File: config.mk
export PLATFORM = sky130hd
export DESIGN_NAME = sirv_uartrx_ctrl_flat
export DESIGN_NICKNAME = d
export VERILOG_FILES = /design/src/rtl/sirv_uartrx_ctrl_if.sv /design/src/rtl/sirv_uartrx_ctrl.sv /design/src/flat_wrapper.sv
export SDC_FILE = /design/constraint.sdc
export NUM_CORES = 1
export LEC_CHECK = 0
export ABC_AREA = 1
export BUFFER_PORTS_ARGS = -buffer_cell sky130_fd_sc_hd__buf_2
export CAP_MARGIN = 20
export CORE_AREA = 3 3 99 101
export CTS_BUF_LIST = sky130_fd_sc_hd__clkbuf_16
export DETAILED_ROUTE_END_ITERATION = 8
export DIE_AREA = 0 0 102 104
export PLACE_DENSITY = 0.75
export SYNTH_ARGS = -nofsm -noshare
export SYNTH_HDL_FRONTEND = slang
export SYNTH_SLANG_ARGS = --single-unit
export TNS_END_PERCENT = 1
File: constraint.sdc
create_clock -name clk -period 3.7 [get_ports clk]
set_input_delay 0.74 -clock clk [delete_from_list [all_inputs] [get_ports clk]]
set_output_delay 0.74 -clock clk [all_outputs]
set_load 0.01 [all_outputs]
File: src/rtl/sirv_uartrx_ctrl_if.sv
// ---------------------------------------------------------------------------
// sirv_uartrx_ctrl_if
// Pop port of the UART RX byte FIFO (valid/ready handshake).
//   deq_valid  FIFO holds at least one byte (driven by the controller)
//   deq_bits   byte at the FIFO head          (driven by the controller)
//   deq_ready  pop request                     (driven by the consumer)
// A byte is popped on any clock edge where deq_valid & deq_ready.
// ---------------------------------------------------------------------------
interface sirv_uartrx_ctrl_if;
    logic       deq_valid;
    logic [7:0] deq_bits;
    logic       deq_ready;

    modport master (
        output deq_valid,
        output deq_bits,
        input  deq_ready
    );

    modport slave (
        input  deq_valid,
        input  deq_bits,
        output deq_ready
    );
endinterface

File: src/rtl/sirv_uartrx_ctrl.sv
// ---------------------------------------------------------------------------
// sirv_uartrx_ctrl
// Receive-side controller between the UART RX datapath and the register file.
//  - Sequences the datapath enable (rx_en) and divisor (rx_div). A divisor
//    write while running disables the datapath for HOLD_CYC cycles, loads the
//    new divisor one cycle before re-enabling, then returns to RUN (or OFF if
//    the receiver was disabled meanwhile).
//  - Buffers received bytes in a DEPTH-entry FIFO drained through deq.
//  - Raises the watermark interrupt and a sticky overflow flag.
// Ports:
//   clk, rst_n           clock, asynchronous active-low reset
//   cfg_en               receiver enable
//   cfg_div_wr/_wdata    divisor write pulse and value
//   cfg_rxcnt            watermark threshold (ip_rxwm = count > cfg_rxcnt)
//   fifo_flush           pulse: empty the FIFO
//   rx_valid/rx_bits     byte-complete strobe and byte from the datapath
//   rx_en/rx_div         registered controls to the datapath
//   deq                  FIFO pop port (master side)
//   fifo_count           occupancy 0..DEPTH
//   ip_rxwm              watermark interrupt pending
//   ovf_flag/ovf_clr     sticky overflow flag and its clear
// ---------------------------------------------------------------------------
module sirv_uartrx_ctrl #(
    parameter int          DEPTH    = 8,
    parameter int          AW       = 3,
    parameter int          HOLD_CYC = 4,
    parameter logic [15:0] RST_DIV  = 16'h021E
) (
    input  logic                 clk,
    input  logic                 rst_n,
    input  logic                 cfg_en,
    input  logic                 cfg_div_wr,
    input  logic [15:0]          cfg_div_wdata,
    input  logic [AW-1:0]        cfg_rxcnt,
    input  logic                 fifo_flush,
    input  logic                 rx_valid,
    input  logic [7:0]           rx_bits,
    output logic                 rx_en,
    output logic [15:0]          rx_div,
    sirv_uartrx_ctrl_if.master   deq,
    output logic [AW:0]          fifo_count,
    output logic                 ip_rxwm,
    output logic                 ovf_flag,
    input  logic                 ovf_clr
);

    localparam int HW = (HOLD_CYC > 1) ? $clog2(HOLD_CYC) : 1;
    localparam logic [HW-1:0] HOLD_RELOAD = HW'(HOLD_CYC - 1);
    localparam logic [AW:0]   FULL_COUNT  = (AW+1)'(DEPTH);

    typedef enum logic [1:0] {
        ST_OFF  = 2'd0,
        ST_RUN  = 2'd1,
        ST_HOLD = 2'd2
    } state_t;

    state_t          state_reg;
    logic [HW-1:0]   hold_cnt_reg;
    logic [15:0]     pend_div_reg;

    // -----------------------------------------------------------------------
    // Enable / divisor sequencing
    // -----------------------------------------------------------------------
    always_ff @(posedge clk or negedge rst_n) begin
        if (!rst_n) begin
            state_reg    <= ST_OFF;
            rx_en        <= 1'b0;
            rx_div       <= RST_DIV;
            hold_cnt_reg <= '0;
            pend_div_reg <= '0;
        end else begin
            case (state_reg)
                ST_OFF: begin
                    // Datapath already disabled: apply directly. Staying in
                    // OFF for this cycle keeps the divisor update strictly
                    // ahead of rx_en rising.
                    if (cfg_div_wr) begin
                        rx_div <= cfg_div_wdata;
                    end else if (cfg_en) begin
                        state_reg <= ST_RUN;
                        rx_en     <= 1'b1;
                    end
                end
                ST_RUN: begin
                    // A divisor write wins over a same-cycle disable so the
                    // write is not lost; HOLD then exits to OFF.
                    if (cfg_div_wr) begin
                        state_reg    <= ST_HOLD;
                        rx_en        <= 1'b0;
                        pend_div_reg <= cfg_div_wdata;
                        hold_cnt_reg <= HOLD_RELOAD;
                    end else if (!cfg_en) begin
                        state_reg <= ST_OFF;
                        rx_en     <= 1'b0;
                    end
                end
                ST_HOLD: begin
                    if (cfg_div_wr) begin
                        pend_div_reg <= cfg_div_wdata;
                        hold_cnt_reg <= HOLD_RELOAD;
                    end else if (hold_cnt_reg == '0) begin
                        // Reassigning here only matters when HOLD_CYC == 1,
                        // where the counter is already 0 on entry.
                        rx_div    <= pend_div_reg;
                        state_reg <= cfg_en ? ST_RUN : ST_OFF;
                        rx_en     <= cfg_en;
                    end else begin
                        hold_cnt_reg <= hold_cnt_reg - HW'(1);
                        // Counter reaching 0: new divisor becomes visible one
                        // cycle before rx_en is released.
                        if (hold_cnt_reg == HW'(1)) begin
                            rx_div <= pend_div_reg;
                        end
                    end
                end
                default: begin
                    state_reg <= ST_OFF;
                    rx_en     <= 1'b0;
                end
            endcase
        end
    end

    // -----------------------------------------------------------------------
    // Byte FIFO
    // -----------------------------------------------------------------------
    logic [7:0]    mem [DEPTH];
    logic [AW-1:0] wr_ptr_reg;
    logic [AW-1:0] rd_ptr_reg;
    logic [AW:0]   count_reg;
    logic          ovf_reg;

    logic push_req, pop_req, full, do_push, do_pop, ovf_set;

    assign push_req = rx_valid & rx_en;
    assign pop_req  = deq.deq_valid & deq.deq_ready;
    assign full     = (count_reg == FULL_COUNT);
    // When full, a same-cycle pop frees the slot the push uses.
    assign do_push  = push_req & (~full | pop_req) & ~fifo_flush;
    assign do_pop   = pop_req & ~fifo_flush;
    assign ovf_set  = push_req & full & ~pop_req & ~fifo_flush;

    // Storage has no reset; only entries between the pointers are observable.
    always_ff @(posedge clk) begin
        if (do_push) begin
            mem[wr_ptr_reg] <= rx_bits;
        end
    end

    always_ff @(posedge clk or negedge rst_n) begin
        if (!rst_n) begin
            wr_ptr_reg <= '0;
            rd_ptr_reg <= '0;
            count_reg  <= '0;
        end else if (fifo_flush) begin
            wr_ptr_reg <= '0;
            rd_ptr_reg <= '0;
            count_reg  <= '0;
        end else begin
            if (do_push) begin
                wr_ptr_reg <= wr_ptr_reg + AW'(1);
            end
            if (do_pop) begin
                rd_ptr_reg <= rd_ptr_reg + AW'(1);
            end
            case ({do_push, do_pop})
                2'b10:   count_reg <= count_reg + (AW+1)'(1);
                2'b01:   count_reg <= count_reg - (AW+1)'(1);
                default: count_reg <= count_reg;
            endcase
        end
    end

    // Set beats clear when both happen in the same cycle.
    always_ff @(posedge clk or negedge rst_n) begin
        if (!rst_n) begin
            ovf_reg <= 1'b0;
        end else if (ovf_set) begin
            ovf_reg <= 1'b1;
        end else if (ovf_clr) begin
            ovf_reg <= 1'b0;
        end
    end

    assign deq.deq_valid = (count_reg != '0);
    assign deq.deq_bits  = mem[rd_ptr_reg];
    assign fifo_count    = count_reg;
    assign ip_rxwm       = (count_reg > {1'b0, cfg_rxcnt});
    assign ovf_flag      = ovf_reg;

endmodule

File: src/flat_wrapper.sv
// flat-port wrapper written by rule: the top's interface ports become plain ports
module sirv_uartrx_ctrl_flat 
#(
    parameter int          DEPTH    = 8,
    parameter int          AW       = 3,
    parameter int          HOLD_CYC = 4,
    parameter logic [15:0] RST_DIV  = 16'h021E
)
  (clk, rst_n, cfg_en, cfg_div_wr, cfg_div_wdata, cfg_rxcnt, fifo_flush, rx_valid, rx_bits, rx_en, rx_div, fifo_count, ip_rxwm, ovf_flag, ovf_clr, deq_deq_valid, deq_deq_bits, deq_deq_ready);
  sirv_uartrx_ctrl_if deq_i ();
  input  logic clk;
  input  logic rst_n;
  input  logic cfg_en;
  input  logic cfg_div_wr;
  input  logic [15:0] cfg_div_wdata;
  input  logic [AW-1:0] cfg_rxcnt;
  input  logic fifo_flush;
  input  logic rx_valid;
  input  logic [7:0] rx_bits;
  output logic rx_en;
  output logic [15:0] rx_div;
  output logic [AW:0] fifo_count;
  output logic ip_rxwm;
  output logic ovf_flag;
  input  logic ovf_clr;
  output wire logic [$bits(deq_i.deq_valid)-1:0] deq_deq_valid;
  output wire logic [$bits(deq_i.deq_bits)-1:0] deq_deq_bits;
  input wire logic [$bits(deq_i.deq_ready)-1:0] deq_deq_ready;
  assign deq_deq_valid = deq_i.deq_valid;
  assign deq_deq_bits = deq_i.deq_bits;
  assign deq_i.deq_ready = deq_deq_ready;
  sirv_uartrx_ctrl #(.DEPTH(DEPTH), .AW(AW), .HOLD_CYC(HOLD_CYC), .RST_DIV(RST_DIV)) u_core (.clk(clk), .rst_n(rst_n), .cfg_en(cfg_en), .cfg_div_wr(cfg_div_wr), .cfg_div_wdata(cfg_div_wdata), .cfg_rxcnt(cfg_rxcnt), .fifo_flush(fifo_flush), .rx_valid(rx_valid), .rx_bits(rx_bits), .rx_en(rx_en), .rx_div(rx_div), .deq(deq_i), .fifo_count(fifo_count), .ip_rxwm(ip_rxwm), .ovf_flag(ovf_flag), .ovf_clr(ovf_clr));
endmodule
Word-level counts from Yosys, hierarchy flattened

Memories as Yosys holds them, arrays and structs flattened.
Cells that the tools add are included.

Logic and storage cells: 91
Register bits after elaboration: 48
Bits in writable memories: 64
Memories: 1

Bitwise operators: 12
Reduce and logical (&&, ||, !) cells: 14
Equality and inequality tests: 15
Muxes and demuxes: 34
Add/subtract/negate cells: 5
$lt $le $gt $ge: 1

Memory list:

| memory     | depth | width | rd ports | clocked after Yosys merged registers in | wr ports | line                    | text |
|---|---|---|---|---|---|---|---|
| u_core.mem | 8     | 8     | 1        | 0                                       | 1        | sirv_uartrx_ctrl.sv:127 | `logic [7:0] mem [DEPTH];` |

Operators with widths:

| operator                                                              | count |
|---|---|
| 16-bit two-way mux                                                    | 4 |
| 16-bit one-hot mux with 2 select lines                                | 1 |
| 2-bit two-way mux                                                     | 9 |
| 3-bit two-way mux                                                     | 4 |
| 1-bit two-way mux                                                     | 11 |
| 2-bit != test, second input constant                                  | 5 |
| 2-bit nonzero test                                                    | 5 |
| 1-bit AND                                                             | 8 |
| 4-bit one-hot mux with 2 select lines                                 | 1 |
| 3-bit by 1-bit adder with 3-bit output, second input constant         | 2 |
| 2-bit by 1-bit equality test with 1-bit output, second input constant | 3 |
| 3-bit != test, second input constant                                  | 2 |
| 2-bit one-hot mux with 3 select lines                                 | 1 |
| 5-bit AND reduction                                                   | 1 |
| 4-bit by 1-bit adder with 4-bit output, second input constant         | 1 |
| 2-bit equality test, second input constant                            | 2 |
| 4-bit equality test, second input constant                            | 1 |
| 4-bit by 3-bit > comparator with 1-bit output                         | 1 |
| 2-bit logical NOT                                                     | 2 |
| 4-bit two-way mux                                                     | 1 |
| 2-bit one-hot mux with 2 select lines                                 | 1 |
| 4-bit AND reduction                                                   | 1 |
| 4-bit nonzero test                                                    | 1 |
| 4-bit by 1-bit subtractor with 4-bit output, second input constant    | 1 |
| other kinds (10)                                                      | 12 |

Longest topological paths before layout

Gate-level depths: netlist (run 1).

Depth after elaboration: 8
Gate-level depth with buffers: 13
Depth with buffers taken out: 13

Worst setup path before layout (run 1)

Ideal clock, no wire load.

Path type: input to output
Start: input cfg_rxcnt[1]
End: output ip_rxwm
Data arrival time: 1517 ps
Cell stages on the path: 6
Path slack: 1443 ps
Cells stage by stage: inv_1 > ha_1 > inv_1 > o21bai_1 > a211oi_1 > a41oi_1

Longest elaborated chain between the ends: 1

RTL lines:

| item                                          | line                    | text |
|---|---|---|
| start, declared                               | flat_wrapper.sv:16      | `input logic [AW-1:0] cfg_rxcnt;` |
| 4-bit by 3-bit > comparator with 1-bit output | sirv_uartrx_ctrl.sv:188 | `assign ip_rxwm = (count_reg > {1'b0, cfg_rxcnt});` |
| end, declared                                 | flat_wrapper.sv:23      | `output logic ip_rxwm;` |

No other way between the ends.

Worst setup path after layout (run 1)

Start: register u_core.rd_ptr_reg[1]
End: output deq_deq_bits[4]

Longest elaborated chain between the ends: 1

RTL lines:

| item                   | line                    | text |
|---|---|---|
| start, declared        | sirv_uartrx_ctrl.sv:129 | `logic [AW-1:0] rd_ptr_reg;` |
| start signal, assigned | sirv_uartrx_ctrl.sv:164 | `rd_ptr_reg <= rd_ptr_reg + AW'(1);` |
| memory 8 x 8 bit       | --                      |  |
| end, declared          | flat_wrapper.sv:27      | `output wire logic [$bits(deq_i.deq_bits)-1:0] deq_deq_bits;` |

No other way between the ends.

==> impl_metrics.yaml, run 1 <==
finish:
  diodes: 0
  largest_reg_flops: 64
  layout_commonest_cell: "nor2_1"
  area_growth_syn_to_layout_pct: 15.3
  mostFrequentLayoutCells: "nor2_1, o21ai_0, buf_2"
  final_cells: 660
  n_fill_cell: 751
  drive_gt1_share_pct: 19.3
  final_nets: 592
place:
  gp_congestion: 0.840
  place_inst: 643
  hpwl_um: 6670
  port_buffers: 66
clocking:
  cts_hold_buf: 0
  cts_setup_buffers: 0
  clock_path_buffers: 2
  numCtsBuffers: 9
  cts_resized: 0
  cts_tree: "built"
  clock-sinks: 112
  h-tree-depth: 3
  clkTransAtPathRegs_ns: 0.07
  cts_root_buffer: "clkbuf_16"
  clkLatencyLatePin_ns: 0.34
synth:
  ys_warn_count: 0
  async_flop_share_pct: 42.9
  synth_seq_cells: 112
  synth_cell_type_count: 36
  postSynthAreaPerCell_um2: 10.2
  synth_top_family_by_area: "simple AND/OR/NAND/NOR gates"
  synthAdderAreaFrac_pct: 3.31
  synth.area.mux_share_pct: 0
  yosys.area_share.simple_pct: 13.9
  synth_edf_count: 64
  synthFlopType: "edfxtp_1"
  seq_area_frac_synth_pct: 63.7
  synth_compound_area_share_pct: 13.6
  synthCells: 481
  synth_fp_nets: 529
  yosys.area_share.xor_xnor_pct: 0.356
  syn_area_mm2: 0.00492
power:
  p_per_area_mw_per_mm2: 731
  ir_drop_mv: 0.458
  p_leak_nw: 2.44
timing:
  slew_violations: 0
  tns_ns: 0
  finalCritPeriodShare_pct: 79.0
  max_freq_mhz: 342
  grt_setup_unrepaired: "false"
  post-route-min-period_ns: 2.92
  relSlewSlack_pct: 37.8
  skew_ns: 0.0112
  hold_viol: 0
  setup_viol: 0
  tightest_slew_ns: 0.930
route:
  drt-total-wl_um: 9900
  viasPerCell: 5.32
  drt_iter0_markers: 179
  drc: 0
  ant_nets: 0
  dr.pass1.iters: 4
  num_vias: 3513
  wl_per_cell_um: 15.0
setup_path:
  crit_type: "reg -> out"
  cp_cell_sequence: "inv_1 -> o21ai_0 -> o22ai_1 -> nor2_1 -> a31oi_1 -> buf_2"
  required_ns: 2.96
  cp.arrival_ns: 2.18
  critical_path.slowest_cell: "dfrtp_1"
  critPathMaxStageDelay_ns: 0.59
  cp-end-kind: "output port"
  path_max_fanout: 18
  critPathLaunchType: "flop"
die:
  die_h_um: 104
  core_mm2: 0.00911
  start_util_pct: 54.0
  ios: 67
  num_rows: 35
  fp.dieArea_mm2: 0.0106
  die_w_um: 102
global_routing:
  grt_max_degree: 49
  met2_usage_pct: 31.0
  grt_overflow_total: 0
  use_met3_pct: 5.30
  busiest_layer: "met2"
  grt_use_total_pct: 19.9
  grt_pass1_vias: 3476
  use_met1_pct: 28.0
  grt_pass1_wl_um: 16700
  antenna_found_initial: 0
hold_path:
  hold_class: "in -> async"
outcome:
  status: "finished clean"
flow_run:
  drv_cap: 0
## synthesized netlist by cell type, types with 5 or more instances
library cell	count	area share, %
nor2_1	83	6.3
o21ai_0	72	7.3
edfxtp_1	64	39
nand2_1	59	4.5
inv_1	45	3.4
dfrtp_1	43	22
a21oi_1	22	2.2
clkbuf_1	14	1.1
ha_1	13	3.3
o22ai_1	10	1.3
a31oi_1	8	1.0
nand3_1	7	0.71
dfstp_2	5	2.7
## logic make-up (layout without fill, tap and decap cells)
kind of cell,Yosys count,in the layout
xor gates and xnor gates,2,2
and+or+nand+nor,165,165
DFF,112,112
adders and majority gates,13,13
buffers and inverters,66,134
AOI/OAI and AO/OA,123,123
## path summary, 6_finish.rpt
path / start / cells past startpoint / slack, ns / to
worst min register to register: u_core.pend_div_reg[3] / 2 / 0.49 / u_core.pend_div_reg[3]
worst max-delay path: u_core.rd_ptr_reg[1] / 6 / 0.78 / deq_deq_bits[4]
worst max register to register: u_core.fifo_count[2] / 6 / 1.53 / u_core.mem[1][7]
min in group clk: u_core.pend_div_reg[3] / 2 / 0.49 / u_core.pend_div_reg[3]
worst min-delay path: rst_n / 1 / 0.30 / u_core.rx_div[15]
max in group asynchronous: rst_n / 2 / 2.84 / u_core.rx_div[2]
## where the power goes
part | switching [mW] | internal (mW)
Clock | 0.433 | 0.534
Sequential | 0.161 | 1.59
Combinational | 0.909 | 0.522
## stage by stage
step / utilization [%] / setup WS, ns / instance area, um2 / hold WS, ns / total power [mW]
final: 62.2 / 0.776 / 5670 / 0.298 / 4.14
after global routing: 62.2 / 0.599 / 5670 / 0.289 / 4.48
after CTS: 62.0 / 0.789 / 5650 / 0.489 / 4.18
after global placement: 58.7 / 1.16 / 5340 / 0.462 / 3.14
after detailed placement: 58.7 / 1.09 / 5340 / 0.471 / 3.20
after floorplan: - / 1.44 / 4920 / 0.444 / 2.76
## layer usage
metal	up-vias	share of wire, %
li1	1758	-
met1	1660	44
met2	89	51
met3	6	4.6
met4	0	0.75
met5	-	0
## final cells by class
class | instances | area [um2] | share of cell area, %
multi-input combinational | 303 | 1540 | 27.2
clock buffer | 9 | 225 | 3.97
timing repair buffer | 70 | 373 | 6.58
sequential | 112 | 3130 | 55.2
tap | 111 | 139 | 2.45
inverter | 48 | 180 | 3.18
clock inverter | 7 | 78.8 | 1.39
## critical path: cells and delay by family (launching register included)
family	cells	cell delay [ns]
buffers and inverters	2	0.66
AND/OR/NAND/NOR	1	0.06
AO/OA/AOI/OAI	3	0.53
flip-flops	1	0.59
Note: power is estimated with default switching activity, not from simulation.
==> inputs of run 2 (changes only) <==
--- a/config.mk
+++ b/config.mk
@@ -5,7 +5,7 @@
 export SDC_FILE = /design/constraint.sdc
 export NUM_CORES = 1
 export LEC_CHECK = 0
-export ABC_AREA = 1
+export ABC_AREA = 0
 export BUFFER_PORTS_ARGS = -buffer_cell sky130_fd_sc_hd__buf_2
 export CAP_MARGIN = 20
 export CORE_AREA = 3 3 99 101
==> constraint.sdc (replaced) <==
create_clock -name clk -period 2.9 [get_ports clk]
set_input_delay 0.58 -clock clk [delete_from_list [all_inputs] [get_ports clk]]
set_output_delay 0.58 -clock clk [all_outputs]
set_load 0.01 [all_outputs]
==> run 2 against run 1 <==
  * Combinational power increased by 9.8%
  * Cell area increased by 0.91%
  * Global-route usage decreased by 1.5 points
  * Die area unchanged
  * Clock skew decreased by 0.0027 ns
  * Critical path depth decreased by 2
  * Cell count decreased by 21%
  * Routed wire length decreased by 8.6%
==> impl_metrics.yaml, run 2 <==
finish:
  mostFrequentLayoutCells: "buf_2, edfxtp_1, dfrtp_1"
  final_nets: 456
  ff_latch_area_mm2: 0.00313
  n_fill_cell: 700
  utilization_pct: 62.8
  layout_commonest_cell: "buf_2"
  diodes: 0
  drive_gt1_share_pct: 36.8
  largest_reg_flops: 64
  multi_input_area_mm2: 0.00165
  area_growth_syn_to_layout_pct: 16.6
global_routing:
  grt_max_degree: 33
  grt_pass1_vias: 2989
  grt_use_total_pct: 18.4
  grt_pass1_wl_um: 15100
  grt_overflow_total: 0
  antenna_found_initial: 1
clocking:
  numCtsBuffers: 9
  clock_path_buffers: 2
  cts_hold_buf: 0
  clkTransAtPathRegs_ns: 0.07
  cts_root_buffer: "clkbuf_16"
  clock-sinks: 112
  cts_resized: 0
  clkLatencyLatePin_ns: 0.34
  cts_setup_buffers: 0
  cts_tree: "built"
  h-tree-depth: 3
power:
  p_leak_nw: 2.30
  ir_drop_mv: 0.471
  p_per_area_mw_per_mm2: 860
outcome:
  status: "finished clean"
timing:
  finalCritPeriodShare_pct: 91.3
  tightest_slew_ns: 0.709
  skew_ns: 0.00853
  worst_slack_ns: 0.252
  grt_setup_unrepaired: "false"
  setup_viol: 0
  relSlewSlack_pct: 52.6
  hold_viol: 0
  slew_violations: 0
  tns_ns: 0
  post-route-min-period_ns: 2.65
  max_freq_mhz: 378
synth:
  async_flop_share_pct: 42.9
  post-synth-top-area-cell: "edfxtp_1"
  synthTopCellsByArea: "edfxtp_1, dfrtp_1, mux4_2"
  synthFlopType: "edfxtp_1"
  synth_top_area_share_pct: 39.2
  synthCells: 328
  seq_area_frac_synth_pct: 63.8
  yosysMostFrequentCell: "edfxtp_1"
  synth_seq_cells: 112
  postSynthAreaPerCell_um2: 15.0
  synth_cell_type_count: 39
  synthTopCellsByCount: "edfxtp_1, dfrtp_1, nor2_1"
  ys_warn_count: 0
  synth_edf_count: 64
  synth_fp_nets: 376
  syn_area_mm2: 0.00490
place:
  gp_congestion: 0.808
  hpwl_um: 6420
  port_buffers: 66
  pre_cts_slack_ns: 0.249
route:
  ant_nets: 0
  viasPerCell: 5.48
  drt-total-wl_um: 9050
  drc: 0
  num_vias: 2871
  wl_per_cell_um: 17.3
  drt_iter0_markers: 156
  dr.pass1.iters: 4
die:
  die_w_um: 102
  core_mm2: 0.00911
  die_h_um: 104
  num_rows: 35
  ios: 67
  start_util_pct: 53.8
  fp.dieArea_mm2: 0.0106
setup_path:
  r2r_cells: 8
  path_max_fanout: 16
  critPathLaunchType: "flop"
  required_ns: 2.32
  r2r-end: "u_core.fifo_count[3]"
  regToRegSetupSlack_ns: 0.25
  crit_type: "reg -> out"
  cp-end-kind: "output port"
  cp.arrival_ns: 2.07
  reg2reg_from: "u_core.fifo_count[0]"
flow_run:
  drv_cap: 0
hold_path:
  hold_class: "in -> async"
[run 2: worst max path at each step]
stage	slack (ns)	cells past startpoint	to	startpoint
floorplan	0.20	10	u_core.fifo_count[3]	u_core.fifo_count[1]
global placement	0.34	8	u_core.fifo_count[3]	u_core.fifo_count[0]
detailed placement	0.25	8	u_core.fifo_count[3]	u_core.fifo_count[0]
CTS	0.20	4	deq_deq_bits[1]	u_core.rd_ptr_reg[0]
global route	0.13	4	deq_deq_bits[5]	u_core.rd_ptr_reg[0]
finish	0.25	4	deq_deq_bits[5]	u_core.rd_ptr_reg[0]
[run 2: final cells by class]
| cell class | instances | share of cell area, % |
|---|---|---|
| clock buffer | 9 | 3.94 |
| multi-input combinational | 186 | 28.8 |
| clock inverter | 7 | 0.963 |
| inverter | 15 | 0.985 |
| tap | 111 | 2.43 |
| timing repair buffer | 84 | 8.14 |
| sequential | 112 | 54.7 |
[run 2: cell families (layout without fill, tap and decap cells)]
group	after synthesis	after routing	share of synthesized area, %
muxes	63	63	17.6
xor gates and xnor gates	7	7	1.25
and+or+nand+nor	63	63	6.20
DFF	112	112	63.8
buffers and inverters	30	115	2.68
AOI/OAI and AO/OA	40	40	5.15
adders and majority gates	13	13	3.32
[run 2: worst max-delay path, stage by stage (launching register included)]
cell	delay (ns)
dfrtp_1	0.40
buf_4	0.34
mux4_2	0.55
mux2_2	0.29
buf_2	0.15
[run 2: report_power, final]
group          switching, mW  total, mW  internal [mW]
sequential             0.183       2.20           2.01
clock                  0.558       1.15          0.593
combinational          0.794       1.57          0.775
[run 2: metal layers]
metal	global-route usage [%]	share of wire, %	routed length (um)	vias up
met5	0	0.077	7	-
met4	4.22	0.38	34	2
met3	5.10	4.9	439	4
met2	31.0	52	4700	55
met1	23.7	43	3870	1444
li1	-	-	-	1366
[run 2: through the flow]
step	hold slack, ns	area [um2]	std cells	power, mW
detailed placement	0.490	5440	508	3.82
floorplan	0.284	4900	328	3.36
CTS	0.220	5720	524	4.99
global placement	0.487	5440	508	3.75
finish	0.214	5720	524	4.92
global route	0.234	5720	524	5.24
